## config.mk

```make
export PLATFORM = sky130hd
export DESIGN_NAME = inst_queue_flat
export DESIGN_NICKNAME = d
export VERILOG_FILES = /design/src/rtl/inst_queue_if.sv /design/src/rtl/inst_queue.sv /design/src/flat_wrapper.sv
export SDC_FILE = /design/constraint.sdc
export NUM_CORES = 1
export LEC_CHECK = 0
export ABC_AREA = 1
export CAP_MARGIN = 20
export CORE_MARGIN = 2
export CORE_UTILIZATION = 45
export DETAILED_ROUTE_END_ITERATION = 10
export SLEW_MARGIN = 20
export SYNTH_ARGS = -nofsm -noshare
export SYNTH_HDL_FRONTEND = slang
export SYNTH_SLANG_ARGS = --single-unit
```

## constraint.sdc

```tcl
create_clock -name clk -period 11.8 [get_ports clk]
set_input_delay 2.36 -clock clk [delete_from_list [all_inputs] [get_ports clk]]
set_output_delay 2.36 -clock clk [all_outputs]
set_load 0.01 [all_outputs]
```

## src/rtl/inst_queue_if.sv

```systemverilog
// Fetch-to-decode handshake bundle for the instruction queue.
// Enqueue side (fetch -> queue):
//   in_valid, in_ready, in_pc, in_inst, in_slot_valid, in_predict_taken, in_predict_target
// Dequeue side (queue -> decode):
//   out_valid, out_ready, out_pc, out_inst, out_slot_valid, out_predict_taken, out_predict_target
// Modports:
//   slave  - the queue itself (accepts packets, presents the head packet)
//   master - the surrounding fetch/decode environment
interface inst_queue_if #(
  parameter int ID_WIDTH = 2
);
  logic                     in_valid;
  logic                     in_ready;
  logic [31:0]              in_pc;
  logic [ID_WIDTH*32-1:0]   in_inst;
  logic [ID_WIDTH-1:0]      in_slot_valid;
  logic [ID_WIDTH-1:0]      in_predict_taken;
  logic [ID_WIDTH*32-1:0]   in_predict_target;

  logic                     out_valid;
  logic                     out_ready;
  logic [31:0]              out_pc;
  logic [ID_WIDTH*32-1:0]   out_inst;
  logic [ID_WIDTH-1:0]      out_slot_valid;
  logic [ID_WIDTH-1:0]      out_predict_taken;
  logic [ID_WIDTH*32-1:0]   out_predict_target;

  modport slave (
    input  in_valid, in_pc, in_inst, in_slot_valid, in_predict_taken, in_predict_target,
    output in_ready,
    output out_valid, out_pc, out_inst, out_slot_valid, out_predict_taken, out_predict_target,
    input  out_ready
  );

  modport master (
    output in_valid, in_pc, in_inst, in_slot_valid, in_predict_taken, in_predict_target,
    input  in_ready,
    input  out_valid, out_pc, out_inst, out_slot_valid, out_predict_taken, out_predict_target,
    output out_ready
  );
endinterface

```

## src/rtl/inst_queue.sv

```systemverilog
// Fetch-to-decode instruction queue: a circular buffer of fetch packets that
// decouples fetch stalls from rename backpressure. The head packet is shown
// combinationally from registers; there is no bypass and no pop-through.
// Ports:
//   clk    - clock
//   rst    - asynchronous active-high reset; drops every packet immediately
//   flush  - backend redirect; empties the queue at the next clock edge
//   q_if   - inst_queue_if.slave handshake bundle (enqueue and dequeue sides)
//   count  - number of occupied entries
module inst_queue #(
  parameter int ID_WIDTH = 2,
  parameter int DEPTH    = 8
) (
  input  logic                     clk,
  input  logic                     rst,
  input  logic                     flush,
  inst_queue_if.slave              q_if,
  output logic [$clog2(DEPTH):0]   count
);

  localparam int PTR_W = $clog2(DEPTH);
  localparam int CNT_W = PTR_W + 1;

  // Packet storage; deliberately not reset, validity comes from the count.
  logic [31:0]              pcMem_q     [DEPTH];
  logic [ID_WIDTH*32-1:0]   instMem_q   [DEPTH];
  logic [ID_WIDTH-1:0]      maskMem_q   [DEPTH];
  logic [ID_WIDTH-1:0]      takenMem_q  [DEPTH];
  logic [ID_WIDTH*32-1:0]   targetMem_q [DEPTH];

  logic [PTR_W-1:0] headPtr_q, headPtr_d;
  logic [PTR_W-1:0] tailPtr_q, tailPtr_d;
  logic [CNT_W-1:0] count_q,   count_d;

  logic push;
  logic store;
  logic pop;

  // Handshake decode. A packet with an all-zero slot mask completes its
  // handshake but carries nothing, so it never occupies an entry.
  assign q_if.in_ready  = (count_q != CNT_W'(DEPTH));
  assign q_if.out_valid = (count_q != '0);
  assign push  = q_if.in_valid && q_if.in_ready;
  assign store = push && (|q_if.in_slot_valid);
  assign pop   = q_if.out_valid && q_if.out_ready;

  // Show-ahead head packet straight out of storage.
  assign q_if.out_pc             = pcMem_q[headPtr_q];
  assign q_if.out_inst           = instMem_q[headPtr_q];
  assign q_if.out_slot_valid     = maskMem_q[headPtr_q];
  assign q_if.out_predict_taken  = takenMem_q[headPtr_q];
  assign q_if.out_predict_target = targetMem_q[headPtr_q];
  assign count = count_q;

  // Next-state pointers and occupancy; a redirect overrides any handshake
  // in the same cycle. Pointers are power-of-two wide so they wrap freely.
  always_comb begin
    headPtr_d = headPtr_q;
    tailPtr_d = tailPtr_q;
    count_d   = count_q;
    if (flush) begin
      headPtr_d = '0;
      tailPtr_d = '0;
      count_d   = '0;
    end else begin
      if (store) tailPtr_d = tailPtr_q + PTR_W'(1);
      if (pop)   headPtr_d = headPtr_q + PTR_W'(1);
      if (store && !pop)      count_d = count_q + CNT_W'(1);
      else if (!store && pop) count_d = count_q - CNT_W'(1);
    end
  end

  // Control state: cleared asynchronously so no entry survives a reset.
  always_ff @(posedge clk or posedge rst) begin
    if (rst) begin
      headPtr_q <= '0;
      tailPtr_q <= '0;
      count_q   <= '0;
    end else begin
      headPtr_q <= headPtr_d;
      tailPtr_q <= tailPtr_d;
      count_q   <= count_d;
    end
  end

  // Storage write; a flushed cycle's packet is dropped with the rest.
  always_ff @(posedge clk) begin
    if (store && !flush) begin
      pcMem_q[tailPtr_q]     <= q_if.in_pc;
      instMem_q[tailPtr_q]   <= q_if.in_inst;
      maskMem_q[tailPtr_q]   <= q_if.in_slot_valid;
      takenMem_q[tailPtr_q]  <= q_if.in_predict_taken;
      targetMem_q[tailPtr_q] <= q_if.in_predict_target;
    end
  end

  // Occupancy bound and full-queue protection.
  always_ff @(posedge clk) begin
    if (!rst) begin
      assert (count_q <= CNT_W'(DEPTH));
      assert (!(push && count_q == CNT_W'(DEPTH)));
    end
  end

  // A held head must not change underneath a stalled decode.
  assert property (@(posedge clk) disable iff (rst)
    (q_if.out_valid && !q_if.out_ready && !flush) |=>
      ($stable(q_if.out_pc) && $stable(q_if.out_inst) && $stable(q_if.out_slot_valid) &&
       $stable(q_if.out_predict_taken) && $stable(q_if.out_predict_target)));

endmodule

```

## src/flat_wrapper.sv

```systemverilog
// flat-port wrapper written by rule: the top's interface ports become plain ports
module inst_queue_flat 
#(
  parameter int ID_WIDTH = 2,
  parameter int DEPTH    = 8
)
  (clk, rst, flush, count, q_if_in_valid, q_if_in_pc, q_if_in_inst, q_if_in_slot_valid, q_if_in_predict_taken, q_if_in_predict_target, q_if_in_ready, q_if_out_valid, q_if_out_pc, q_if_out_inst, q_if_out_slot_valid, q_if_out_predict_taken, q_if_out_predict_target, q_if_out_ready);
  inst_queue_if #(.ID_WIDTH(ID_WIDTH)) q_if_i ();
  input  logic clk;
  input  logic rst;
  input  logic flush;
  output logic [$clog2(DEPTH):0] count;
  input wire logic [$bits(q_if_i.in_valid)-1:0] q_if_in_valid;
  input wire logic [$bits(q_if_i.in_pc)-1:0] q_if_in_pc;
  input wire logic [$bits(q_if_i.in_inst)-1:0] q_if_in_inst;
  input wire logic [$bits(q_if_i.in_slot_valid)-1:0] q_if_in_slot_valid;
  input wire logic [$bits(q_if_i.in_predict_taken)-1:0] q_if_in_predict_taken;
  input wire logic [$bits(q_if_i.in_predict_target)-1:0] q_if_in_predict_target;
  output wire logic [$bits(q_if_i.in_ready)-1:0] q_if_in_ready;
  output wire logic [$bits(q_if_i.out_valid)-1:0] q_if_out_valid;
  output wire logic [$bits(q_if_i.out_pc)-1:0] q_if_out_pc;
  output wire logic [$bits(q_if_i.out_inst)-1:0] q_if_out_inst;
  output wire logic [$bits(q_if_i.out_slot_valid)-1:0] q_if_out_slot_valid;
  output wire logic [$bits(q_if_i.out_predict_taken)-1:0] q_if_out_predict_taken;
  output wire logic [$bits(q_if_i.out_predict_target)-1:0] q_if_out_predict_target;
  input wire logic [$bits(q_if_i.out_ready)-1:0] q_if_out_ready;
  assign q_if_i.in_valid = q_if_in_valid;
  assign q_if_i.in_pc = q_if_in_pc;
  assign q_if_i.in_inst = q_if_in_inst;
  assign q_if_i.in_slot_valid = q_if_in_slot_valid;
  assign q_if_i.in_predict_taken = q_if_in_predict_taken;
  assign q_if_i.in_predict_target = q_if_in_predict_target;
  assign q_if_in_ready = q_if_i.in_ready;
  assign q_if_out_valid = q_if_i.out_valid;
  assign q_if_out_pc = q_if_i.out_pc;
  assign q_if_out_inst = q_if_i.out_inst;
  assign q_if_out_slot_valid = q_if_i.out_slot_valid;
  assign q_if_out_predict_taken = q_if_i.out_predict_taken;
  assign q_if_out_predict_target = q_if_i.out_predict_target;
  assign q_if_i.out_ready = q_if_out_ready;
  inst_queue #(.ID_WIDTH(ID_WIDTH), .DEPTH(DEPTH)) u_core (.clk(clk), .rst(rst), .flush(flush), .q_if(q_if_i), .count(count));
endmodule
```

==> summary.md <==
| Metric | Value |
|---|---|
| Status | `finished, final reports clean` |
| Fmax | `roughly 130 MHz` |
| Core area | `approximately 110000 µm²` |
| Seq/Total Area, Yosys | `0.775` |
| Commonest non-fill, non-tap cell in the layout | `edfxtp_1` |
| Worst Skew | `roughly 0.019 ns` |
| Die X | `between 300 and 400 µm` |
| Cell variety after synth | `27` |
| Clk sinks | `1322` |
| DRC Markers | `0` |
| CP Capture Type | `output pin` |
| GR Util met2 | `0.335` |
| CTS buffer count | `approximately 140` |
| Largest net degree at the start of global routing | `between 300 and 400` |
| Worst Hold Class | `flop to flop` |
| Post_cts resized | `0` |
| Congestion Overflow GR | `0` |
| Worst hold path startpoint | `u_core.count[2]` |
| Synth-to-layout area growth | `17.1%` |
| Clock transition at the registers of the reported paths | `~0.060 ns` |
| Num rows | `between 100 and 150` |
| Avg Synthesized Cell Area | `13.5 µm²` |
| Leakage | `just under 20 nW` |
| Worst r2r path cells | `9` |
| Switch Pwr | `3.49 mW` |
| Relative slew slack | `0.0591` |
| Slew Viols, Final | `0` |
| Routability Congestion | `around 0.76` |
| Measured slew at the worst slew-check pin | `approximately 1.4 ns` |
| Final setup TNS | `0 ns` |
| Clk_lat worst skew | `about 0.74 ns` |
| Max-cap viol count | `0` |
| Initial antenna violation count | `17` |
| Critical Path Source | `u_core.headPtr_q[0]` |
| Yosys reg bits | `between 1000 and 1500` |
| # H-tree levels | `4` |
| Cells after Synth | `~3800` |
| Layer with the highest usage | `met2` |
| Fin nets | `~4200` |
| Met1 Track Usage GR | `0.270` |
| Clock power share | `0.341` |
| Drt pass-1 iters | `5` |
| PortBufs | `about 340` |
| Pint | `8.72 mW` |
| Comb pwr share | `0.222` |
| Critical R2R Capture | `u_core.targetMem_q[7][54]` |
| IO Pins | `339` |
| Critical path class | `flop to output pin` |
| Netlist Area Pre-Place | `51100 µm²` |
| Total number of vias | `approximately 31000` |
| Dpl hpwl | `roughly 57 mm` |
| Global-route wire length before repair | `between 150 and 200 mm` |
| Max VDD drop | `between 0.15 and 0.2 mV` |
| Post-CTS setup buffers | `0` |
| WHS Endpoint | `u_core.count[2]` |
| Die Height | `roughly 340 µm` |
| Post-Syn Nets | `between 3000 and 4000` |
| Endpoints failing hold | `0` |
| Crit path DAT | `approximately 5.2 ns` |
| CTS tree | `built` |
| Most frequent cells in the layout | `edfxtp_1, nor2_1, o21ai_0` |
| Clk root buf | `clkbuf_16` |
| Startpoint class of the critical path | `flop` |
| Max clock buf depth | `3` |
| Data required, critical path | `between 9 and 10 ns` |
| Number of global-route vias before repair | `between 20000 and 30000` |
| Routed wire per std cell | `21.2 µm` |
| PD cells | `204 nW/µm²` |
| Period minus WS final | `~7.5 ns` |
| Total Routed Length | `120 mm` |
| Tot GR Track Use | `0.204` |
| Final Util | `0.531` |
| Post-route ant nets | `0` |
| Critical path peak fanout | `between 70 and 80` |
| Routed vias/inst | `around 5.4` |
| Die area | `around 120000 µm²` |
| Share of cells above drive strength 1 | `0.0554` |
| Endpoints failing setup | `0` |
| Ys Warns | `0` |
| Starting density of the core | `0.454` |
| Setup slack, reg-to-reg | `roughly 8.3 ns` |
| Hold_buf cts | `0` |
| Worst Hold Path Cells | `2` |
| Switching Fraction | `0.286` |
| Reg-to-Reg Start | `u_core.count[3]` |
| Power share of the sequential group | `0.436` |
| Final period utilization | `0.637` |
| RSZ-0062 raised after global routing | `false` |
| DR iter-0 viols | `between 2000 and 2500` |
| Met3 global-route usage | `0.0433` |
==> kinds of logic (layout without fill, tap and decap cells) <==
family                   after synthesis  in the layout  synth area share
AO/OA/AOI/OAI                        999            999             0.106
XOR/XNOR                               1              1          0.000171
adder cells (fa/ha/maj)                5              5           0.00137
buffers and inverters                271            646            0.0292
other                                  0              8                 0
AND/OR/NAND/NOR                     1195           1195            0.0880
flip-flops                          1322           1322             0.775
==> Yosys cell counts, drive strengths merged <==
cell / number / area, µm²
edfxtp: 1312 / 39400
nor2: 1161 / 4360
o21ai: 663 / 3320
o22ai: 165 / 1030
a31oi: 164 / 1030
clkbuf: 144 / 541
buf: 110 / 882
nand2: 24 / 90.1
inv: 15 / 56.3
dfrtp: 10 / 250
nand3: 8 / 40.0
a21oi: 5 / 25.0
ha: 4 / 50.1
clkinv: 2 / 12.5
nand4: 2 / 12.5
a21o: 1 / 7.51
fa: 1 / 20.0
o21a: 1 / 7.51
xor2: 1 / 8.76
==> flip-flops by register name (all words and copies together), names as in the netlist <==
| signal | cells |
|---|---|
| u_core.count | 4 |
| u_core.headPtr_q | 3 |
| u_core.instMem_q | 512 |
| u_core.maskMem_q | 16 |
| u_core.pcMem_q | 256 |
| u_core.tailPtr_q | 3 |
| u_core.takenMem_q | 16 |
| u_core.targetMem_q | 512 |
==> power groups by stage <==
stage | logic (mW) | registers, mW | clock network [mW]
6_report | 2.72 | 5.33 | 4.17
5_1_grt | 2.99 | 5.33 | 4.44
4_1_cts | 2.75 | 5.32 | 4.26
3_5_place_dp | 2.74 | 5.42 | 0
3_3_place_gp | 2.72 | 5.42 | 0
2_1_floorplan | 1.69 | 5.41 | 0
==> metrics by stage <==
stage | hold slack, ns | cell area, µm² | cells | total power, mW | setup WS (ns)
4_1_cts | 0.597 | 59900 | 5668 | 12.3 | 4.20
3_5_place_dp | 0.583 | 55500 | 5418 | 8.16 | 5.02
6_report | 0.590 | 59900 | 5676 | 12.2 | 4.28
3_3_place_gp | 0.575 | 55500 | 5417 | 8.14 | 5.06
2_1_floorplan | 0.549 | 51100 | 3793 | 7.09 | 1.34
5_1_grt | 0.614 | 59900 | 5675 | 12.8 | 3.93
==> cell type report <==
cell class              instances  area, µm²
fillers                      9339      52800
clock buffers                 183       3810
clock inverters                67        537
inverters                      17        105
well taps                    1500       1880
diodes                          8       20.0
flip-flops and latches       1322      39700
multi-input cells            2200      10100
repair buffers                379       3810
==> worst max path at each step <==
stage / end / slack [ns] / depth (start not counted)
3_3_place_gp: q_if_out_predict_target[1] / 5.06 / 8
4_1_cts: q_if_out_predict_target[1] / 4.20 / 8
5_1_grt: q_if_out_predict_target[8] / 3.93 / 8
3_5_place_dp: q_if_out_predict_target[1] / 5.02 / 8
2_1_floorplan: u_core.instMem_q[0][0] / 1.34 / 6
6_report: q_if_out_predict_target[1] / 4.28 / 8
==> per-layer routing <==
layer  wire (µm)  up-vias
li1            -    14500
met1       51700    15200
met3        7090      186
met2       58300      729
met5         125        -
met4        2930       18
==> worst max-delay path, stage by stage, from the launching register on <==
cell,delay [ns]
dfrtp_4,0.86
buf_4,0.72
buf_4,0.74
buf_4,0.68
o21ai_0,0.19
o22ai_1,0.20
nor2_1,0.06
a31oi_1,0.27
clkdlybuf4s50_1,0.59
No activity file was read; power rests on OpenSTA's default activity.
